<file path="src/rtl/if_fetch_stage.sv">
//------------------------------------------------------------------------------
// if_fetch_stage
// Instruction-fetch stage feeding the IF/ID register. Owns the fetch PC,
// keeps at most one instruction-memory request in flight (req/ack), parks one
// returned word in a skid register while the pipeline is stalled, and
// redirects on branch/flush. The in-flight request is always allowed to
// complete; after a redirect its data is silently dropped.
//------------------------------------------------------------------------------
`timescale 1ns/1ps

module if_fetch_stage #(
  parameter logic [31:0] RESET_PC = 32'h0000_0000,
  parameter logic [31:0] PC_STEP  = 32'd4
) (
  input  logic        clk_i,
  input  logic        rst_i,
  input  logic        start_i,
  input  logic        stall_i,
  input  logic        redirect_i,
  input  logic [31:0] redirect_pc_i,
  output logic        imem_req_o,
  output logic [31:0] imem_addr_o,
  input  logic        imem_ack_i,
  input  logic [31:0] imem_data_i,
  output logic [31:0] instr_o,
  output logic [31:0] pc_o,
  output logic        valid_o
);

  localparam int unsigned DATA_W = 32;

  // IDLE : no request, waiting for start_i
  // FETCH: request to fetch_pc_q outstanding
  // HOLD : output slot and skid register both full, no request
  // DROP : redirect arrived mid-request; finish it, discard the data
  typedef enum logic [1:0] {
    S_IDLE  = 2'b00,
    S_FETCH = 2'b01,
    S_HOLD  = 2'b10,
    S_DROP  = 2'b11
  } state_t;

  state_t              state_q;
  logic [31:0]         fetch_pc_q;
  logic [31:0]         redir_pc_q;
  logic [DATA_W-1:0]   skid_instr_q;
  logic [31:0]         skid_pc_q;

  logic                consume;
  logic                slot_free;
  logic [31:0]         redir_tgt;
  logic [31:0]         pc_seq;

  // Sequential PC with plain 32-bit wrap-around.
  function automatic logic [31:0] pc_inc(input logic [31:0] pc);
    return pc + PC_STEP;
  endfunction

  // Word-align any address entering the PC.
  function automatic logic [31:0] word_align(input logic [31:0] a);
    return a & ~32'h0000_0003;
  endfunction

  // Offered word leaves this edge only if IF/ID is not held and not flushed.
  assign consume   = valid_o & ~stall_i & ~redirect_i;
  assign slot_free = ~valid_o | consume;
  assign redir_tgt = word_align(redirect_pc_i);
  assign pc_seq    = pc_inc(fetch_pc_q);

  // Memory interface is a pure decode of state; no input reaches it.
  // In DROP the fetch PC still holds the in-flight address.
  assign imem_req_o  = (state_q == S_FETCH) || (state_q == S_DROP);
  assign imem_addr_o = fetch_pc_q;

  // Fetch control, PC, skid buffer and registered IF/ID outputs.
  always_ff @(posedge clk_i or posedge rst_i) begin
    if (rst_i) begin
      state_q      <= S_IDLE;
      fetch_pc_q   <= word_align(RESET_PC);
      redir_pc_q   <= '0;
      skid_instr_q <= '0;
      skid_pc_q    <= '0;
      instr_o      <= '0;
      pc_o         <= '0;
      valid_o      <= 1'b0;
    end else if (redirect_i) begin
      // Flush wins over stall and over returning data.
      valid_o <= 1'b0;
      case (state_q)
        S_FETCH: begin
          if (imem_ack_i) begin
            // Request finished this edge: drop its data, restart at target.
            fetch_pc_q <= redir_tgt;
          end else begin
            // Request still in flight: remember target until it finishes.
            redir_pc_q <= redir_tgt;
            state_q    <= S_DROP;
          end
        end
        S_DROP: begin
          if (imem_ack_i) begin
            fetch_pc_q <= redir_tgt;
            state_q    <= start_i ? S_FETCH : S_IDLE;
          end else begin
            redir_pc_q <= redir_tgt;
          end
        end
        default: begin
          // IDLE or HOLD: nothing in flight, skid contents are discarded.
          fetch_pc_q <= redir_tgt;
          state_q    <= start_i ? S_FETCH : S_IDLE;
        end
      endcase
    end else begin
      case (state_q)
        S_IDLE: begin
          if (consume) begin
            valid_o <= 1'b0;
          end
          if (start_i) begin
            state_q <= S_FETCH;
          end
        end
        S_FETCH: begin
          if (imem_ack_i) begin
            fetch_pc_q <= pc_seq;
            if (slot_free) begin
              instr_o <= imem_data_i;
              pc_o    <= fetch_pc_q;
              valid_o <= 1'b1;
              state_q <= start_i ? S_FETCH : S_IDLE;
            end else begin
              // Output still occupied: park the word until IF/ID takes it.
              skid_instr_q <= imem_data_i;
              skid_pc_q    <= fetch_pc_q;
              state_q      <= S_HOLD;
            end
          end else if (consume) begin
            valid_o <= 1'b0;
          end
        end
        S_HOLD: begin
          // HOLD implies the skid register is full.
          if (consume) begin
            instr_o <= skid_instr_q;
            pc_o    <= skid_pc_q;
            valid_o <= 1'b1;
            state_q <= start_i ? S_FETCH : S_IDLE;
          end
        end
        default: begin
          // S_DROP: wait for the abandoned request, then jump.
          if (consume) begin
            valid_o <= 1'b0;
          end
          if (imem_ack_i) begin
            fetch_pc_q <= redir_pc_q;
            state_q    <= start_i ? S_FETCH : S_IDLE;
          end
        end
      endcase
    end
  end

endmodule

</file>
<file path="config.mk">
export PLATFORM = sky130hd
export DESIGN_NAME = if_fetch_stage
export DESIGN_NICKNAME = d
export VERILOG_FILES = /design/src/rtl/if_fetch_stage.sv
export SDC_FILE = /design/constraint.sdc
export NUM_CORES = 1
export LEC_CHECK = 0
export BUFFER_PORTS_ARGS = -buffer_cell sky130_fd_sc_hd__buf_2
export CORE_MARGIN = 2
export CORE_UTILIZATION = 55
export DETAILED_ROUTE_END_ITERATION = 12
export PLACE_DENSITY = 0.9
export SYNTH_ARGS = -nofsm -noshare
export SYNTH_HDL_FRONTEND = slang
export SYNTH_SLANG_ARGS = --single-unit
</file>
<file path="constraint.sdc">
create_clock -name clk_i -period 11.2 [get_ports clk_i]
set_clock_uncertainty 0.05 [all_clocks]
set_input_delay 2.24 -clock clk_i [delete_from_list [all_inputs] [get_ports clk_i]]
set_output_delay 2.24 -clock clk_i [all_outputs]
set_load 0.01 [all_outputs]
</file>
[Yosys cells after proc, flatten, opt, wreduce, memory -nomap -nowiden]
Cells that the tools add are included.
Operators by class
  equal/unequal tests: 13
  shifts and indexed selects: 0
  divide/modulo/power cells: 0
  add/sub/neg operators: 1
  multiplexer cells: 30
  reductions and logical operators: 12
  order comparisons: 0
  $mul: 0
  bitwise gates (word level): 8
Operators with widths (number)
  $mux 32: 11
  $pmux 32 s2: 3
  $add 32x3->32 const B: 1
  $mux 2: 7
  $ne 3x3->1 const B: 4
  $reduce_and 4->1: 2
  $mux 1: 6
  $ne 2x2->1 const B: 3
  $pmux 2 s3: 1
  $reduce_and 3->1: 2
  $not 1->1: 5
  $reduce_and 5->1: 1
  $eq 2x2->1 const B: 2
  $ne 2x1->1 const B: 2
  $ne 4x4->1 const B: 1
  $pmux 2 s2: 1
  $reduce_bool 2->1: 2
  $reduce_or 2->1: 2
  $and 1x1->1: 2
  $eq 2x1->1 const B: 1
  $logic_not 2->1: 1
  $pmux 1 s2: 1
  $reduce_and 2->1: 1
  $logic_or 1x1->1: 1
  $or 1x1->1: 1
Storage, ports and cells
  bits in read-only memories: 0
  output and inout bits: 98
  input bits: 70
  RAM bits: 0
  memories: 0
  logic and storage cells: 72
  latch bits: 0
  bits in registers: 193

[Longest topological paths before layout]
Gate-level depths: netlist of the first run.
  depth after elaboration: 8
  depth in mapped cells: 9
  depth with buffers taken out: 7

[Least setup slack after synthesis of the first run]
Ideal clock, no wire load.
  path kind: input -> register
  start point: input port imem_ack_i
  end point: register instr_o[0]
  setup time: 126 ps
  data arrival time: 3447 ps
  buffers on the path: 3
  slack: 7577 ps
  stages on the path: 6
  cells stage by stage: clkbuf_1 -> o21ai_1 -> nor4_4 -> buf_2 -> buf_2 -> a21oi_1
On the way
  cells in the longest elaborated chain, start to end: 2
Ends and longest elaborated chain
  from (decl): line 23  | input logic imem_ack_i,
  $ne 2x2->1 (no line)
  $reduce_and 5->1 (no line)
  to (signal assigned): line 128  | instr_o <= imem_data_i;
  to (signal assigned): line 145  | instr_o <= skid_instr_q;
  to (decl): line 25  | output logic [31:0] instr_o,
No other way between the ends.
A chain may end at the register's enable or synchronous reset.

[Final worst setup path of the first run]
  start point: input port redirect_i
  end point: register skid_pc_q[10]
On the way
  cells in the longest elaborated chain, start to end: 5
Ends and longest elaborated chain
  from (decl): line 19  | input logic redirect_i,
  $not 1->1 (no line) *
  $and 1x1->1: line 65  | assign consume = valid_o & ~stall_i & ~redirect_i;
  $or 1x1->1: line 66  | assign slot_free = ~valid_o | consume;
  $not 1->1 (no line)
  $reduce_and 4->1 (no line) *
  to (signal assigned): line 135  | skid_pc_q <= fetch_pc_q;
  to (decl): line 47  | logic [31:0] skid_pc_q;
Mark *: on every way between the ends. The rest lies on a longest branch, timed or not.

==> results of run 1 <==
==> stage by stage <==
step	hold slack, ns	power [mW]
floorplan	0.401	1.97
global placement	0.415	2.28
detailed placement	0.435	2.36
CTS	0.453	3.00
global route	0.457	3.17
finish	0.450	2.99
==> cell families (layout without fill, tap and decap cells) <==
kind of cell / count (synthesis) / count (layout) / share of synthesized area
compound gates: 180 / 180 / 0.115
xor+xnor: 10 / 10 / 0.00973
fa+ha+maj: 5 / 5 / 0.00695
buf+inv: 75 / 213 / 0.0438
flops: 187 / 187 / 0.520
mux: 159 / 159 / 0.190
other cells: 1 / 5 / 0.000417
simple gates: 206 / 206 / 0.114
==> worst paths after layout <==
kind / startpoint / endpoint / slack (ns) / cells after the start
max in group asynchronous: rst_i / pc_o[13]$_DFFE_PP0P_ / 7.77 / 3
worst min register to register: redir_pc_q[30]$_DFFE_PP0P_ / redir_pc_q[30]$_DFFE_PP0P_ / 0.45 / 1
worst min-delay path: redir_pc_q[30]$_DFFE_PP0P_ / redir_pc_q[30]$_DFFE_PP0P_ / 0.45 / 1
worst max-delay path: redirect_i / skid_pc_q[10]$_DFFE_PP0P_ / 6.47 / 7
worst max register to register: state_q[1]$_DFFE_PP0P_ / skid_pc_q[10]$_DFFE_PP0P_ / 7.57 / 8
min in group asynchronous: rst_i / instr_o[17]$_DFFE_PP0P_ / 1.92 / 2
==> registers in the layout, indices dropped and copies added, names as in the netlist <==
register / flops
instr_o: 32
skid_instr_q: 32
imem_addr_o: 30
pc_o: 30
redir_pc_q: 30
skid_pc_q: 30
state_q: 2
valid_o: 1
==> layout make-up <==
class / instances / area share
Tap cell: 216 / 0.0259
Timing Repair Buffer: 170 / 0.0836
Sequential cell: 187 / 0.448
Clock buffer: 23 / 0.0458
Inverter: 11 / 0.00467
Multi-Input combinational cell: 564 / 0.379
Clock inverter: 9 / 0.0129
Antenna cell: 1 / 0.000240
==> placed cells by master (no fill, tap or decap), types with 3 or more instances in the layout <==
cell | synthesis | layout
a211oi_1 | 5 | 5
conb_1 | 1 | 4
mux2_2 | 92 | 92
o211ai_1 | 3 | 3
buf_4 | 8 | 9
clkbuf_16 | 0 | 17
ha_1 | 5 | 4
a21o_1 | 4 | 4
nand4_1 | 10 | 10
bufinv_16 | 0 | 3
nand2_1 | 33 | 33
nor3_1 | 5 | 5
nor3b_1 | 12 | 12
clkbuf_1 | 12 | 3
inv_1 | 10 | 9
nand3_1 | 14 | 14
buf_2 | 27 | 161
o31ai_1 | 3 | 3
nor2_1 | 101 | 101
xnor2_1 | 3 | 3
clkinvlp_4 | 0 | 3
xor2_1 | 7 | 7
a221oi_1 | 4 | 4
dfrtp_1 | 187 | 187
clkbuf_8 | 2 | 3
a31oi_1 | 9 | 9
nor2b_1 | 3 | 3
o21ai_0 | 31 | 31
and3_1 | 9 | 9
a21oi_1 | 100 | 100
mux2i_1 | 66 | 66
nor4_4 | 3 | 3
==> power groups by stage <==
stage | clock network, mW | registers, mW | logic, mW
4_1_cts | 0.638 | 1.24 | 1.12
6_report | 0.630 | 1.25 | 1.11
3_5_place_dp | 0 | 1.26 | 1.10
5_1_grt | 0.666 | 1.29 | 1.21
2_1_floorplan | 0 | 1.25 | 0.722
3_3_place_gp | 0 | 1.23 | 1.05
==> metal layers <==
layer | global-route usage | up-vias | share of wire
met1 | 0.332 | 3480 | 0.43
met5 | 0 | - | 0.00061
met3 | 0.0538 | 37 | 0.071
met4 | 0.0870 | 2 | 0.016
met2 | 0.400 | 257 | 0.48
li1 | - | 3190 | -
==> critical path: stages <==
cell and delay [ns]:
buf_2 0.10, buf_4 0.31, nor2b_1 0.58, nand2_1 0.18, nor2_4 0.53, buf_4 0.60
mux2_2 0.41
==> impl_metrics.ini, run 1 <==
[floorplanning]
die_w_um = 132
rows = 46
coreArea_um2 = 15900
ioPinCount = 168
start_util = 0.564
die-area_um2 = 17400
die_h_um = 132

[cells_and_area]
layout.nets = 1026
multiInputGateArea_um2 = 3960
regArea_um2 = 4680
final_util = 0.655
drive_gt1_frac = 0.315
instances_no_fill = 1181
final_cell_area_um2 = 10400
area_growth_syn_to_layout_pct = 16.1
n_fill_cell = 1230

[power_and_ir_drop]
switching_share = 0.382
p_switching_mw = 1.14
vdd.ir_drop.worst_mv = 0.139
seqPwrFrac = 0.418
p_comb_frac = 0.371
p_int_mw = 1.85
p_clk_frac = 0.210
p_leak_nw = 4.69
pwr_density_cell_nw_per_um2 = 286

[timing]
layout_setup_ws_ns = 6.47
tns_ns = 0
worstMarginPinSlew_ns = 0.852
finalCritPeriodShare = 0.423
hold_viol_final = 0
setup_violations = 0
fmax_mhz = 211
slew_headroom = 0.432
rsz0062_at_grt = no
min_period_ns = 4.73
slew_viol_final = 0

[yosys]
synth_flop_cell = dfrtp_1
post-synth-top-count-cell = dfrtp_1
synth_area_leader_cell = dfrtp_1
syn_area_per_cell_um2 = 10.9
async_reset_ff_frac = 1.00
synth_area_um2 = 9000
synth_cell_types = 60
ys_seq_elements = 187
synth_edf_count = 0
ys_top_cells_by_area = dfrtp_1 52%, mux2_2 12%, mux2i_1 7.3%
synthCells = 823
synthTopCellsByCount = 187 x dfrtp_1, 101 x nor2_1, 100 x a21oi_1
synth_warnings = 0
yosysTopAreaCellShare = 0.520
ys_seq_area_frac = 0.520

[clock_tree]
cts.path.max_buffers = 2
cts_setup_buffers = 0
cts_resized = 0
cts_root_buf = clkbuf_16
worstSkewPairLatency_ns = 0.44
holdBufCountCts = 0
cts_tree = built
htreeDepth = 4
clock-sinks = 187
clk_pin_slew_worst_paths_ns = 0.07
numCtsBuffers = 17

[placed_design]
gp_congestion = 0.880
dpl.hpwl_mm = 13.8
dp.cells = 1148
pre_cts_slack_ns = 6.01
portBuffers = 161
place_area_um2 = 9830

[grt]
grt_pass1_wl_mm = 34.7
grt_pass1_vias = 6797
antenna_found_initial = 2
grt_max_degree = 121
track_usage = 0.248
grt-ovfl-total = 0

[hold_path]
hp-class = reg2reg

[route]
ant_nets = 0
vias = 6966
drc_errors = 0
post_drt_via_cell_ratio = 5.90
wl_mm = 21.4
drtPass1Iterations = 5
routedWlPerCell_um = 18.1
drtIter0Drc = 610

[job]
drv_cap = 0

[worst_setup_path]
arrival_ns = 5.00
path_class = in2reg
crit_path_max_fanout = 77
endpoint_kind = register
worstPathRequired_ns = 11.47
startpoint_type = primary input

[run_status]
status = completed
No activity file was read; power rests on OpenSTA's default activity.
==> inputs of run 2 (changes only) <==
- clock period: 11.2 -> 4.6 ns (I/O delays scaled with it)
==> impl_metrics.ini, run 2 (synthesized netlist as in run 1, its figures left out) <==
[cells_and_area]
drive_gt1_frac = 0.320
mostFrequentLayoutCells = 187 x dfrtp_1, 161 x buf_2, 101 x nor2_1
final_common_cell = dfrtp_1
diodes = 0
area_growth_syn_to_layout_pct = 16.9
reg_top3 = instr_o: 32 flops, skid_instr_q: 32 flops
layout.nets = 1028
instances_no_fill = 1182
final_cell_area_um2 = 10500

[worst_setup_path]
r2r-end = imem_addr_o[16]$_DFFE_PP0P_
cpLargestDelayFamily = buffers and inverters
arrival_ns = 3.32
reg2reg_from = state_q[1]$_DFFE_PP0P_
path_class = reg2reg
startpoint = state_q[1]$_DFFE_PP0P_
cp.buffers_inverters = 3
startpoint_type = register
crit_path_max_fanout = 46
endpoint_kind = register
r2r_slack_ns = 1.55
worstPathRequired_ns = 4.87
max_stage_delay_ns = 0.83
worst-r2r-cell-count = 9
crit_path_top_delay_cell = a22oi_2
path_cells = inv_1 > ha_1 > buf_4 > nor2_1 > a22oi_2 > buf_4 > nor2_1 > a31oi_1 > nand2_1

[clock_tree]
clock-sinks = 187
cts.path.max_buffers = 2
cts_setup_buffers = 0
clk_pin_slew_worst_paths_ns = 0.07
cts_tree = built
htreeDepth = 4
cts_root_buf = clkbuf_16
holdBufCountCts = 0
numCtsBuffers = 17
worstSkewPairLatency_ns = 0.43
cts_resized = 0

[grt]
grt_pass1_wl_mm = 33.8
grt_pass1_vias = 6626
grt-ovfl-total = 0
grt_max_degree = 144
antenna_found_initial = 0
track_usage = 0.240

[timing]
min_period_ns = 3.05
worstMarginPinSlew_ns = 0.949
rsz0062_at_grt = no
hold_ws_ns = 0.443
slew_viol_final = 0
tns_ns = 0
setup_violations = 0
finalCritPeriodShare = 0.662
fmax_mhz = 328
slew_headroom = 0.368
hold_viol_final = 0

[route]
post_drt_via_cell_ratio = 5.87
routedWlPerCell_um = 17.5
ant_nets = 0
drtIter0Drc = 664
vias = 6939
drtPass1Iterations = 6
wl_mm = 20.7
drc_errors = 0

[power_and_ir_drop]
pwr_density_cell_nw_per_um2 = 696
seqPwrFrac = 0.416
p_int_mw = 4.53
p_switching_mw = 2.78
p_clk_frac = 0.215
switching_share = 0.381
p_comb_frac = 0.369
p_leak_nw = 4.71
vdd.ir_drop.worst_mv = 0.358

[floorplanning]
die_h_um = 132
die-area_um2 = 17400
ioPinCount = 168
rows = 46
coreArea_um2 = 15900
start_util = 0.564
die_w_um = 132

[placed_design]
place_area_um2 = 9880
dpl.hpwl_mm = 13.5
portBuffers = 161
dp.cells = 1150
gp_congestion = 0.862

[run_status]
status = completed

[hold_path]
hold_depth = 2
worstHoldEndpoint = redir_pc_q[31]$_DFFE_PP0P_
hp-class = reg2reg
hold_start = redir_pc_q[31]$_DFFE_PP0P_

[job]
drv_cap = 0
run 2: changes by cell type in the layout (fill, tap and decap cells not counted), sizes merged, moves of 2 or more:
cell,before,now
clkbuf,23,17
buf,170,172
clkinv,1,3
clkinvlp,3,5
run 2: power groups by stage:
| stage | clock, mW | combinational [mW] | sequential (mW) |
|---|---|---|---|
| 6_report | 1.57 | 2.70 | 3.04 |
| 5_1_grt | 1.68 | 2.97 | 3.13 |
| 4_1_cts | 1.60 | 2.71 | 3.02 |
| 3_5_place_dp | 0 | 2.69 | 3.06 |
| 3_3_place_gp | 0 | 2.59 | 3.00 |
| 2_1_floorplan | 0 | 1.76 | 3.05 |
run 2: routing by layer:
layer | global-route usage | routed length, um | vias up
met5 | 0 | 0 | -
met4 | 0.0719 | 330 | 0
met3 | 0.0550 | 1420 | 35
met2 | 0.382 | 9820 | 304
met1 | 0.331 | 9130 | 3405
li1 | - | - | 3195
run 2: worst reg2reg max path: stages (launching register included):
cell and delay [ns]:
dfrtp_1 0.44, inv_1 0.10, ha_1 0.14, buf_4 0.44, nor2_1 0.22, a22oi_2 0.83, buf_4 0.43, nor2_1 0.09
a31oi_1 0.14, nand2_1 0.06
run 2: how the worst max path moves through the flow:
stage,cells after the start,to
floorplan,1,imem_addr_o[10]$_DFFE_PP0P_
global placement,7,imem_addr_o[16]$_DFFE_PP0P_
detailed placement,7,imem_addr_o[16]$_DFFE_PP0P_
CTS,9,imem_addr_o[16]$_DFFE_PP0P_
global route,9,imem_addr_o[16]$_DFFE_PP0P_
finish,9,imem_addr_o[16]$_DFFE_PP0P_
run 2: layout make-up:
| class | instances | area (um^2) |
|---|---|---|
| clock buffer | 17 | 425 |
| clock inverter | 15 | 213 |
| fill | 1209 | 5430 |
| inverter | 11 | 45.0 |
| multi-input combinational | 564 | 3960 |
| sequential | 187 | 4680 |
| tap | 216 | 270 |
| timing repair buffer | 172 | 926 |
run 2: through the flow:
stage	setup slack (ns)	power [mW]	utilization
final	1.55	7.32	0.660
after floorplan	1.22	4.81	-
after CTS	1.59	7.34	0.660
after global routing	1.31	7.79	0.660
after detailed placement	1.44	5.75	0.620
after global placement	1.48	5.59	0.620
